### config.mk
export PLATFORM = sky130hd
export DESIGN_NAME = dmi_boot_sequencer
export DESIGN_NICKNAME = d
export VERILOG_FILES = /design/src/rtl/dmi_boot_sequencer.sv
export SDC_FILE = /design/constraint.sdc
export NUM_CORES = 1
export LEC_CHECK = 0
export BUFFER_PORTS_ARGS = -buffer_cell sky130_fd_sc_hd__buf_2
export CAP_MARGIN = 40
export CORE_MARGIN = 4
export CORE_UTILIZATION = 51
export CTS_CLUSTER_DIAMETER = 100
export DETAILED_ROUTE_END_ITERATION = 10
export HOLD_SLACK_MARGIN = 0.1
export PLACE_DENSITY_LB_ADDON = 0.2
export SYNTH_ARGS = -nofsm -noshare
export SYNTH_HDL_FRONTEND = slang
export SYNTH_SLANG_ARGS = --single-unit
### constraint.sdc
create_clock -name clk_i -period 2.55 [get_ports clk_i]
set_input_delay 0.3825 -clock clk_i [delete_from_list [all_inputs] [get_ports clk_i]]
set_output_delay 0.3825 -clock clk_i [all_outputs]
set_load 0.05 [all_outputs]
### src/rtl/dmi_boot_sequencer.sv
// On-chip boot sequencer: halts hart 0 over DMI, programs DPC with the entry
// point, resumes the hart, then polls an EOC word over system-bus access.
module dmi_boot_sequencer #(
    parameter int unsigned MaxPolls   = 1024,
    parameter int unsigned PollGap    = 16,
    parameter logic [31:0] EocAddr    = 32'h0000_0000,
    parameter int unsigned EocTimeout = 0
) (
    input  logic        clk_i,
    input  logic        rst_ni,
    input  logic        start_i,
    input  logic [31:0] entry_point_i,
    output logic        dmi_req_valid_o,
    input  logic        dmi_req_ready_i,
    output logic [6:0]  dmi_req_addr_o,
    output logic [1:0]  dmi_req_op_o,
    output logic [31:0] dmi_req_data_o,
    input  logic        dmi_resp_valid_i,
    output logic        dmi_resp_ready_o,
    input  logic [31:0] dmi_resp_data_i,
    input  logic [1:0]  dmi_resp_resp_i,
    output logic        busy_o,
    output logic        done_o,
    output logic        error_o,
    output logic [2:0]  err_code_o,
    output logic [31:0] exit_status_o
);

    localparam int unsigned PollW = $clog2(MaxPolls + 1);
    localparam int unsigned GapW  = $clog2(PollGap + 1);
    localparam int unsigned EocW  = (EocTimeout == 0) ? 1 : $clog2(EocTimeout + 1);

    localparam logic [PollW-1:0] PollLast = PollW'(MaxPolls - 1);
    localparam logic [GapW-1:0]  GapLast  = GapW'(PollGap - 1);
    localparam logic [EocW-1:0]  EocLast  = EocW'(EocTimeout - 1);

    localparam logic [1:0] OpRead  = 2'd1;
    localparam logic [1:0] OpWrite = 2'd2;

    typedef enum logic [3:0] {
        StIdle, StAct, StHalt, StPhalt, StData, StCmd, StPabs,
        StRes, StPres, StSbcs, StSba, StPeoc, StGap
    } state_e;

    state_e            state_q, state_d;
    logic              wait_resp_q, wait_resp_d;
    logic [31:0]       entry_q, entry_d;
    logic [PollW-1:0]  poll_cnt_q, poll_cnt_d;
    logic [EocW-1:0]   eoc_cnt_q, eoc_cnt_d;
    logic [GapW-1:0]   gap_cnt_q, gap_cnt_d;
    logic              busy_q, busy_d;
    logic              done_q, done_d;
    logic              error_q, error_d;
    logic [2:0]        err_code_q, err_code_d;
    logic [31:0]       exit_status_q, exit_status_d;
    logic [2:0]        fail_code;
    logic              req_fire;

    always_ff @(posedge clk_i) begin
        if (!rst_ni) begin
            state_q       <= StIdle;
            wait_resp_q   <= 1'b0;
            entry_q       <= '0;
            poll_cnt_q    <= '0;
            eoc_cnt_q     <= '0;
            gap_cnt_q     <= '0;
            busy_q        <= 1'b0;
            done_q        <= 1'b0;
            error_q       <= 1'b0;
            err_code_q    <= '0;
            exit_status_q <= '0;
        end else begin
            state_q       <= state_d;
            wait_resp_q   <= wait_resp_d;
            entry_q       <= entry_d;
            poll_cnt_q    <= poll_cnt_d;
            eoc_cnt_q     <= eoc_cnt_d;
            gap_cnt_q     <= gap_cnt_d;
            busy_q        <= busy_d;
            done_q        <= done_d;
            error_q       <= error_d;
            err_code_q    <= err_code_d;
            exit_status_q <= exit_status_d;
        end
    end

    assign req_fire = dmi_req_valid_o & dmi_req_ready_i;

    // Each step state issues its request, then waits for the response;
    // clearing wait_resp while staying in a poll state re-issues the read.
    always_comb begin
        state_d       = state_q;
        wait_resp_d   = wait_resp_q;
        entry_d       = entry_q;
        poll_cnt_d    = poll_cnt_q;
        eoc_cnt_d     = eoc_cnt_q;
        gap_cnt_d     = gap_cnt_q;
        busy_d        = busy_q;
        done_d        = done_q;
        error_d       = error_q;
        err_code_d    = err_code_q;
        exit_status_d = exit_status_q;
        fail_code     = 3'd0;

        unique case (state_q)
            StIdle: begin
                if (start_i) begin
                    entry_d       = entry_point_i;
                    done_d        = 1'b0;
                    error_d       = 1'b0;
                    err_code_d    = 3'd0;
                    exit_status_d = '0;
                    busy_d        = 1'b1;
                    poll_cnt_d    = '0;
                    eoc_cnt_d     = '0;
                    gap_cnt_d     = '0;
                    wait_resp_d   = 1'b0;
                    state_d       = StAct;
                end
            end
            StGap: begin
                if (gap_cnt_q == GapLast) begin
                    gap_cnt_d = '0;
                    state_d   = StSba;
                end else begin
                    gap_cnt_d = gap_cnt_q + 1'b1;
                end
            end
            default: begin
                if (!wait_resp_q) begin
                    if (req_fire) begin
                        wait_resp_d = 1'b1;
                    end
                end else if (dmi_resp_valid_i) begin
                    wait_resp_d = 1'b0;
                    if (dmi_resp_resp_i != 2'd0) begin
                        fail_code = 3'd1;
                    end else begin
                        case (state_q)
                            StAct:  state_d = StHalt;
                            StHalt: begin
                                poll_cnt_d = '0;
                                state_d    = StPhalt;
                            end
                            StPhalt: begin
                                if (dmi_resp_data_i[9])          state_d    = StData;
                                else if (poll_cnt_q == PollLast) fail_code  = 3'd2;
                                else                             poll_cnt_d = poll_cnt_q + 1'b1;
                            end
                            StData: state_d = StCmd;
                            StCmd: begin
                                poll_cnt_d = '0;
                                state_d    = StPabs;
                            end
                            StPabs: begin
                                if (dmi_resp_data_i[10:8] != 3'd0) fail_code  = 3'd3;
                                else if (!dmi_resp_data_i[12])     state_d    = StRes;
                                else if (poll_cnt_q == PollLast)   fail_code  = 3'd4;
                                else                               poll_cnt_d = poll_cnt_q + 1'b1;
                            end
                            StRes: begin
                                poll_cnt_d = '0;
                                state_d    = StPres;
                            end
                            StPres: begin
                                if (dmi_resp_data_i[17]) begin
                                    eoc_cnt_d = '0;
                                    state_d   = StSbcs;
                                end else if (poll_cnt_q == PollLast) begin
                                    fail_code = 3'd5;
                                end else begin
                                    poll_cnt_d = poll_cnt_q + 1'b1;
                                end
                            end
                            StSbcs: state_d = StSba;
                            StSba:  state_d = StPeoc;
                            StPeoc: begin
                                if (dmi_resp_data_i[31]) begin
                                    exit_status_d = {1'b0, dmi_resp_data_i[30:0]};
                                    done_d        = 1'b1;
                                    busy_d        = 1'b0;
                                    state_d       = StIdle;
                                end else if (EocTimeout != 0 && eoc_cnt_q == EocLast) begin
                                    fail_code = 3'd6;
                                end else begin
                                    eoc_cnt_d = eoc_cnt_q + 1'b1;
                                    gap_cnt_d = '0;
                                    state_d   = StGap;
                                end
                            end
                            default: ;
                        endcase
                    end
                end
            end
        endcase

        if (fail_code != 3'd0) begin
            state_d     = StIdle;
            wait_resp_d = 1'b0;
            busy_d      = 1'b0;
            error_d     = 1'b1;
            err_code_d  = fail_code;
        end
    end

    // Request fields depend only on the state, so they stay stable under backpressure.
    always_comb begin
        dmi_req_valid_o  = 1'b0;
        dmi_resp_ready_o = 1'b0;
        dmi_req_addr_o   = 7'h00;
        dmi_req_op_o     = 2'd0;
        dmi_req_data_o   = 32'h0;
        if (state_q != StIdle && state_q != StGap) begin
            dmi_req_valid_o  = !wait_resp_q;
            dmi_resp_ready_o = wait_resp_q;
        end
        case (state_q)
            StAct:   begin dmi_req_addr_o = 7'h10; dmi_req_op_o = OpWrite; dmi_req_data_o = 32'h0000_0001; end
            StHalt:  begin dmi_req_addr_o = 7'h10; dmi_req_op_o = OpWrite; dmi_req_data_o = 32'h8000_0001; end
            StPhalt: begin dmi_req_addr_o = 7'h11; dmi_req_op_o = OpRead; end
            StData:  begin dmi_req_addr_o = 7'h04; dmi_req_op_o = OpWrite; dmi_req_data_o = entry_q; end
            StCmd:   begin dmi_req_addr_o = 7'h17; dmi_req_op_o = OpWrite; dmi_req_data_o = 32'h0023_07B1; end
            StPabs:  begin dmi_req_addr_o = 7'h16; dmi_req_op_o = OpRead; end
            StRes:   begin dmi_req_addr_o = 7'h10; dmi_req_op_o = OpWrite; dmi_req_data_o = 32'h4000_0001; end
            StPres:  begin dmi_req_addr_o = 7'h11; dmi_req_op_o = OpRead; end
            StSbcs:  begin dmi_req_addr_o = 7'h38; dmi_req_op_o = OpWrite; dmi_req_data_o = 32'h0014_0000; end
            StSba:   begin dmi_req_addr_o = 7'h39; dmi_req_op_o = OpWrite; dmi_req_data_o = EocAddr; end
            StPeoc:  begin dmi_req_addr_o = 7'h3C; dmi_req_op_o = OpRead; end
            default: ;
        endcase
    end

    assign busy_o        = busy_q;
    assign done_o        = done_q;
    assign error_o       = error_q;
    assign err_code_o    = err_code_q;
    assign exit_status_o = exit_status_q;

endmodule

## Word-level counts from Yosys, hierarchy flattened

Index checks and enable logic that the tools add are counted.

| operators by class | value |
|---|---|
| equal/unequal tests | 28 |
| $add $sub $neg | 2 |
| bitwise gates (word level) | 3 |
| mux-type cells | 78 |
| reduce and logical (&&, ||, !) cells | 32 |

Operators with widths:

| cell | count |
|---|---|
| $mux W32 | 6 |
| $pmux W32 S6 | 1 |
| $mux W11 | 9 |
| $pmux W32 S2 | 1 |
| $pmux W6 S8 | 1 |
| $pmux W11 S4 | 1 |
| $pmux W4 S11 | 1 |
| $mux W4 | 10 |
| $mux W3 | 12 |
| $mux W5 | 7 |
| $pmux W11 S2 | 1 |
| $eq A4 B4 Y1 const B | 5 |
| $reduce_and A10 Y1 | 2 |
| $mux W1 | 19 |
| $eq A4 B3 Y1 const B | 4 |
| $ne A4 B2 Y1 const B | 4 |
| $reduce_bool A3 Y1 | 5 |
| $reduce_bool A2 Y1 | 7 |
| $reduce_bool A13 Y1 | 1 |
| $ne A3 B2 Y1 const B | 4 |
| $add A11 B1 Y11 const B | 1 |
| $eq A11 B10 Y1 const B | 1 |
| $pmux W5 S2 | 1 |
| $pmux W3 S3 | 1 |
| 26 further kinds | 38 |

| storage, ports and cells | value |
|---|---|
| bits of input ports | 71 |
| register bits | 91 |

## Longest topological paths before layout

| logic depth | value |
|---|---|
| depth after elaboration | 12 |
| mapped depth | 11 |

## Worst setup path after synthesis

OpenSTA, ideal clock, no wires.

| path | value |
|---|---|
| path kind | reg2out |
| start | reg state_q[3] |
| end | out dmi_req_addr_o[1] |
| required time | 2.168 ns |
| cell stages (with the launch flop) | 6 |
| path slack | -0.102 ns |
| data arrival time | 2.269 ns |
| cell sequence | dfxtp_1 inv_1 ha_1 clkbuf_1 clkbuf_1 a21boi_0 |

| between the ends | value |
|---|---|
| longest elaborated chain between the ends | 3 |
| elaborated cells between the ends (all ways) | 14 |

Ends and longest elaborated chain:

| element | RTL line | text |
|---|---|---|
| from (decl) | 45 | `state_e state_q, state_d;` |
| from (signal assigned) | 61 | `state_q <= StIdle;` |
| from (signal assigned) | 73 | `state_q <= state_d;` |
| $eq A4 B3 Y1 (tied with other cells) | 218 | `case (state_q)` |
| $reduce_or A3 Y1 (no line) / $reduce_or A2 Y1 (equally long branches) | - |  |
| $pmux W6 S8 (*) | 218 |  |
| to (decl) | 15 | `output logic [6:0] dmi_req_addr_o,` |

Every way passes the cells marked *; elsewhere a longest branch is shown, timed or not.

## Worst setup path after layout

| path | value |
|---|---|
| start | reg state_q[3] |
| end | out dmi_req_op_o[0] |

| between the ends | value |
|---|---|
| longest elaborated chain between the ends | 3 |
| elaborated cells between the ends (all ways) | 14 |

Ends and longest elaborated chain:

| element | RTL line | text |
|---|---|---|
| $eq A4 B4 Y1 (tied with other cells) | 218 |  |
| $reduce_or A7 Y1 (no line) / $reduce_or A4 Y1 (equally long branches) | - |  |
| $pmux W2 S2 (*) | 218 |  |
| to (decl) | 16 | `output logic [1:0] dmi_req_op_o,` |

Marks and branches as above.

==> key figures <==
Synth
  • Sequential area share after synthesis: 38.5%
  • Synthesis Warnings: 0
  • Syn Inst Count: 598
  • Most used DFF post-synth: dfxtp_1
  • EDFF count, synth: 0
  • Syn_area_per_cell: between 7 and 8 um^2
  • Post-synth ARST share: 0%
  • Unique masters post-synth: 60
  • #FFs+latches synth: 90
  • Mapped cell area: 0.00468 mm^2

Clocking
  • Clk sinks: 90
  • Root Driver: clkbuf_8
  • CTS H-tree depth: 3
  • Cts repair resizes: 0
  • Clock slew at reported path FFs: 0.09 ns
  • Clk Latency, worst-skew pair: 0.36 ns
  • CTS max path bufs: 2
  • TritonCTS clock tree: yes
  • Num CTS Buffers: 9
  • Postcts setup bufs: 0
  • CTS Hold Bufs: 0

Critical path
  • Crit path max fanout: 11
  • CP arrival: 1.98 ns
  • Crit-path cells: inv_1 > ha_2 > buf_4 > nand3_1 > o21a_1 > nand2_1 > buf_2
  • CP bufs+invs: 3
  • Crit-path max cell delay: 0.36 ns
  • CP max stage cell: dfxtp_1
  • Setup crit start kind: flop
  • Family with the most delay on the worst path: buffers and inverters
  • Crit path kind: reg2out
  • Worst Path Required: 2.17 ns
  • CP Capture Type: primary output

Place
  • Post-Place Worst Slack: about 0.27 ns
  • GPL Wtd Cong: approximately 0.94
  • # port buffers: 149
  • Placed wire-length estimate: 9.15 mm

Global routing
  • Vias in the first global route: about 4500
  • Largest net degree at the start of global routing: a little over 50
  • First-pass GRT wire length: 21.3 mm
  • GRT overflow: 0
  • Overall routing resource usage: between 20% and 30%
  • Initial antenna violation count: 0

STA
  • Final slew viol count: 0
  • Setup_tns: 0 ns
  • Final Critical Period: 2.37 ns
  • Slew HR: between 60 and 70%
  • RSZ-0062 raised after global routing: no
  • Worst Clk Skew: around 0.013 ns
  • Maximum operating frequency: 423 MHz
  • Final Hold Fails: 0
  • Worst-margin pin slew: 0.580 ns
  • Final setup fails: 0
  • Final WS setup: 0.183 ns
  • Fin crit share: 92.8%

Detailed routing
  • DRC Markers: 0
  • Final wirelength: around 13 mm
  • Avg WL per Cell: approximately 15 um
  • DR pass1 iterations: 5
  • Via Count: approximately 4700
  • Post-DRT Antenna Nets: 0
  • DR iter-0 viols: 319
  • Vias per inst: 5.57

Power and ir drop
  • Worst ir drop on vdd: approximately 0.00074 V
  • Tot Pwr: 5.41 mW
  • PD cells: 965 mW/mm^2
  • P_leak: ~2.5 nW

Floorplanning
  • Placement Rows: 34
  • Die W: 104 um
  • Die Y: 104 um
  • Core area: 0.00881 mm^2
  • Initial core utilization: 53.1%
  • IO Pins: around 150
  • Die footprint: 0.0108 mm^2

Finish
  • Layout cells sized above 1: 27.9%
  • Most common cell after layout, fill and taps aside: buf_2
  • Final net count: roughly 800
  • Layout filler cell count: around 800
  • Antenna cell count: 0
  • P&R area growth vs syn: 19.7%
  • Final core utilization: 63.6%
  • Most frequent cells in the layout: buf_2, nand2_1, dfxtp_1

Hold path
  • Worst hold-check path type: in2reg

Run
  • Max-Cap Viols: 0

Status
  • Outcome: finished clean
[layout make-up]
| type | instances | area [um^2] | area share (%) |
|---|---|---|---|
| clock buffers | 12 | 135 | 2.41 |
| clock inverters | 3 | 17.5 | 0.313 |
| inverters | 6 | 22.5 | 0.402 |
| multi-input cells | 450 | 2600 | 46.4 |
| flip-flops and latches | 90 | 1800 | 32.2 |
| well taps | 108 | 135 | 2.41 |
| repair buffers | 167 | 887 | 15.8 |
[cell families (layout without fill, tap and decap cells)]
logic type,after synthesis,count (layout),synth area share (%)
buffers and inverters,59,188,6.07
AOI/OAI and AO/OA,144,144,22.0
and+or+nand+nor,294,294,30.9
muxes,3,3,0.669
adders and majority gates,6,6,1.61
other,1,2,0.0802
xor gates and xnor gates,1,1,0.187
DFF,90,90,38.5
[per-layer routing]
layer | global-route usage, % | vias up | part of all wire [%]
li1 | - | 2313 | -
met1 | 29.6 | 2170 | 45
met2 | 37.4 | 151 | 46
met3 | 6.84 | 20 | 7.8
met4 | 7.98 | 0 | 1.9
met5 | 0 | - | 0
[final timing paths]
check / from / end / slack, ns / cells past startpoint
max: state_q[3] / dmi_req_op_o[0] / 0.18 / 7
min: entry_point_i[14] / entry_q[14] / 0.26 / 3
max reg2reg: state_q[3] / busy_o / 0.25 / 9
min reg2reg: gap_cnt_q[4] / gap_cnt_q[4] / 0.43 / 2
[flip-flops by register name (all words and copies together), names as in the netlist]
signal / count
busy_o: 1
done_o: 1
entry_q: 32
err_code_o: 3
error_o: 1
exit_status_o: 31
gap_cnt_q: 5
poll_cnt_q: 11
state_q: 4
wait_resp_q: 1
[cells in the mapped netlist, drive strengths merged, types with 4 or more instances]
cell type	n	share of area (%)
nand2	129	10
dfxtp	90	39
a21boi	70	11
nand3	47	5.0
nor2	42	3.6
clkbuf	36	2.9
o21ai	24	2.8
and3	19	2.5
buf	17	2.7
a21oi	13	1.5
nand2b	9	1.2
nand4	9	1.2
o21a	7	1.1
ha	6	1.6
inv	6	0.48
nor2b	6	0.80
o22ai	6	0.80
a31oi	5	0.67
and2	5	0.67
nor3	5	0.64
nand3b	4	0.64
nand4b	4	0.75
[where the power goes]
part           total, mW  internal (mW)  switching [mW]
Sequential          1.81           1.64           0.169
Clock              0.833          0.347           0.486
Combinational       2.76          0.790            1.97
[worst register-to-register path, stage by stage, from the launching register on]
cell and delay [ns]:
dfxtp_1 0.36, inv_1 0.10, ha_2 0.26, buf_4 0.20, nand3_1 0.14, o21a_1 0.21
nor3_1 0.30, a21boi_2 0.33, or2_2 0.24, nor2_1 0.06
[through the flow]
stage / area (um^2) / hold WS [ns] / instances
after floorplan: 4680 / 0.412 / 599
after global placement: 5430 / 0.420 / 821
after detailed placement: 5430 / 0.424 / 821
after CTS: 5590 / 0.246 / 836
after global routing: 5600 / 0.265 / 836
final: 5600 / 0.262 / 836
(Power assumes the default switching activity.)
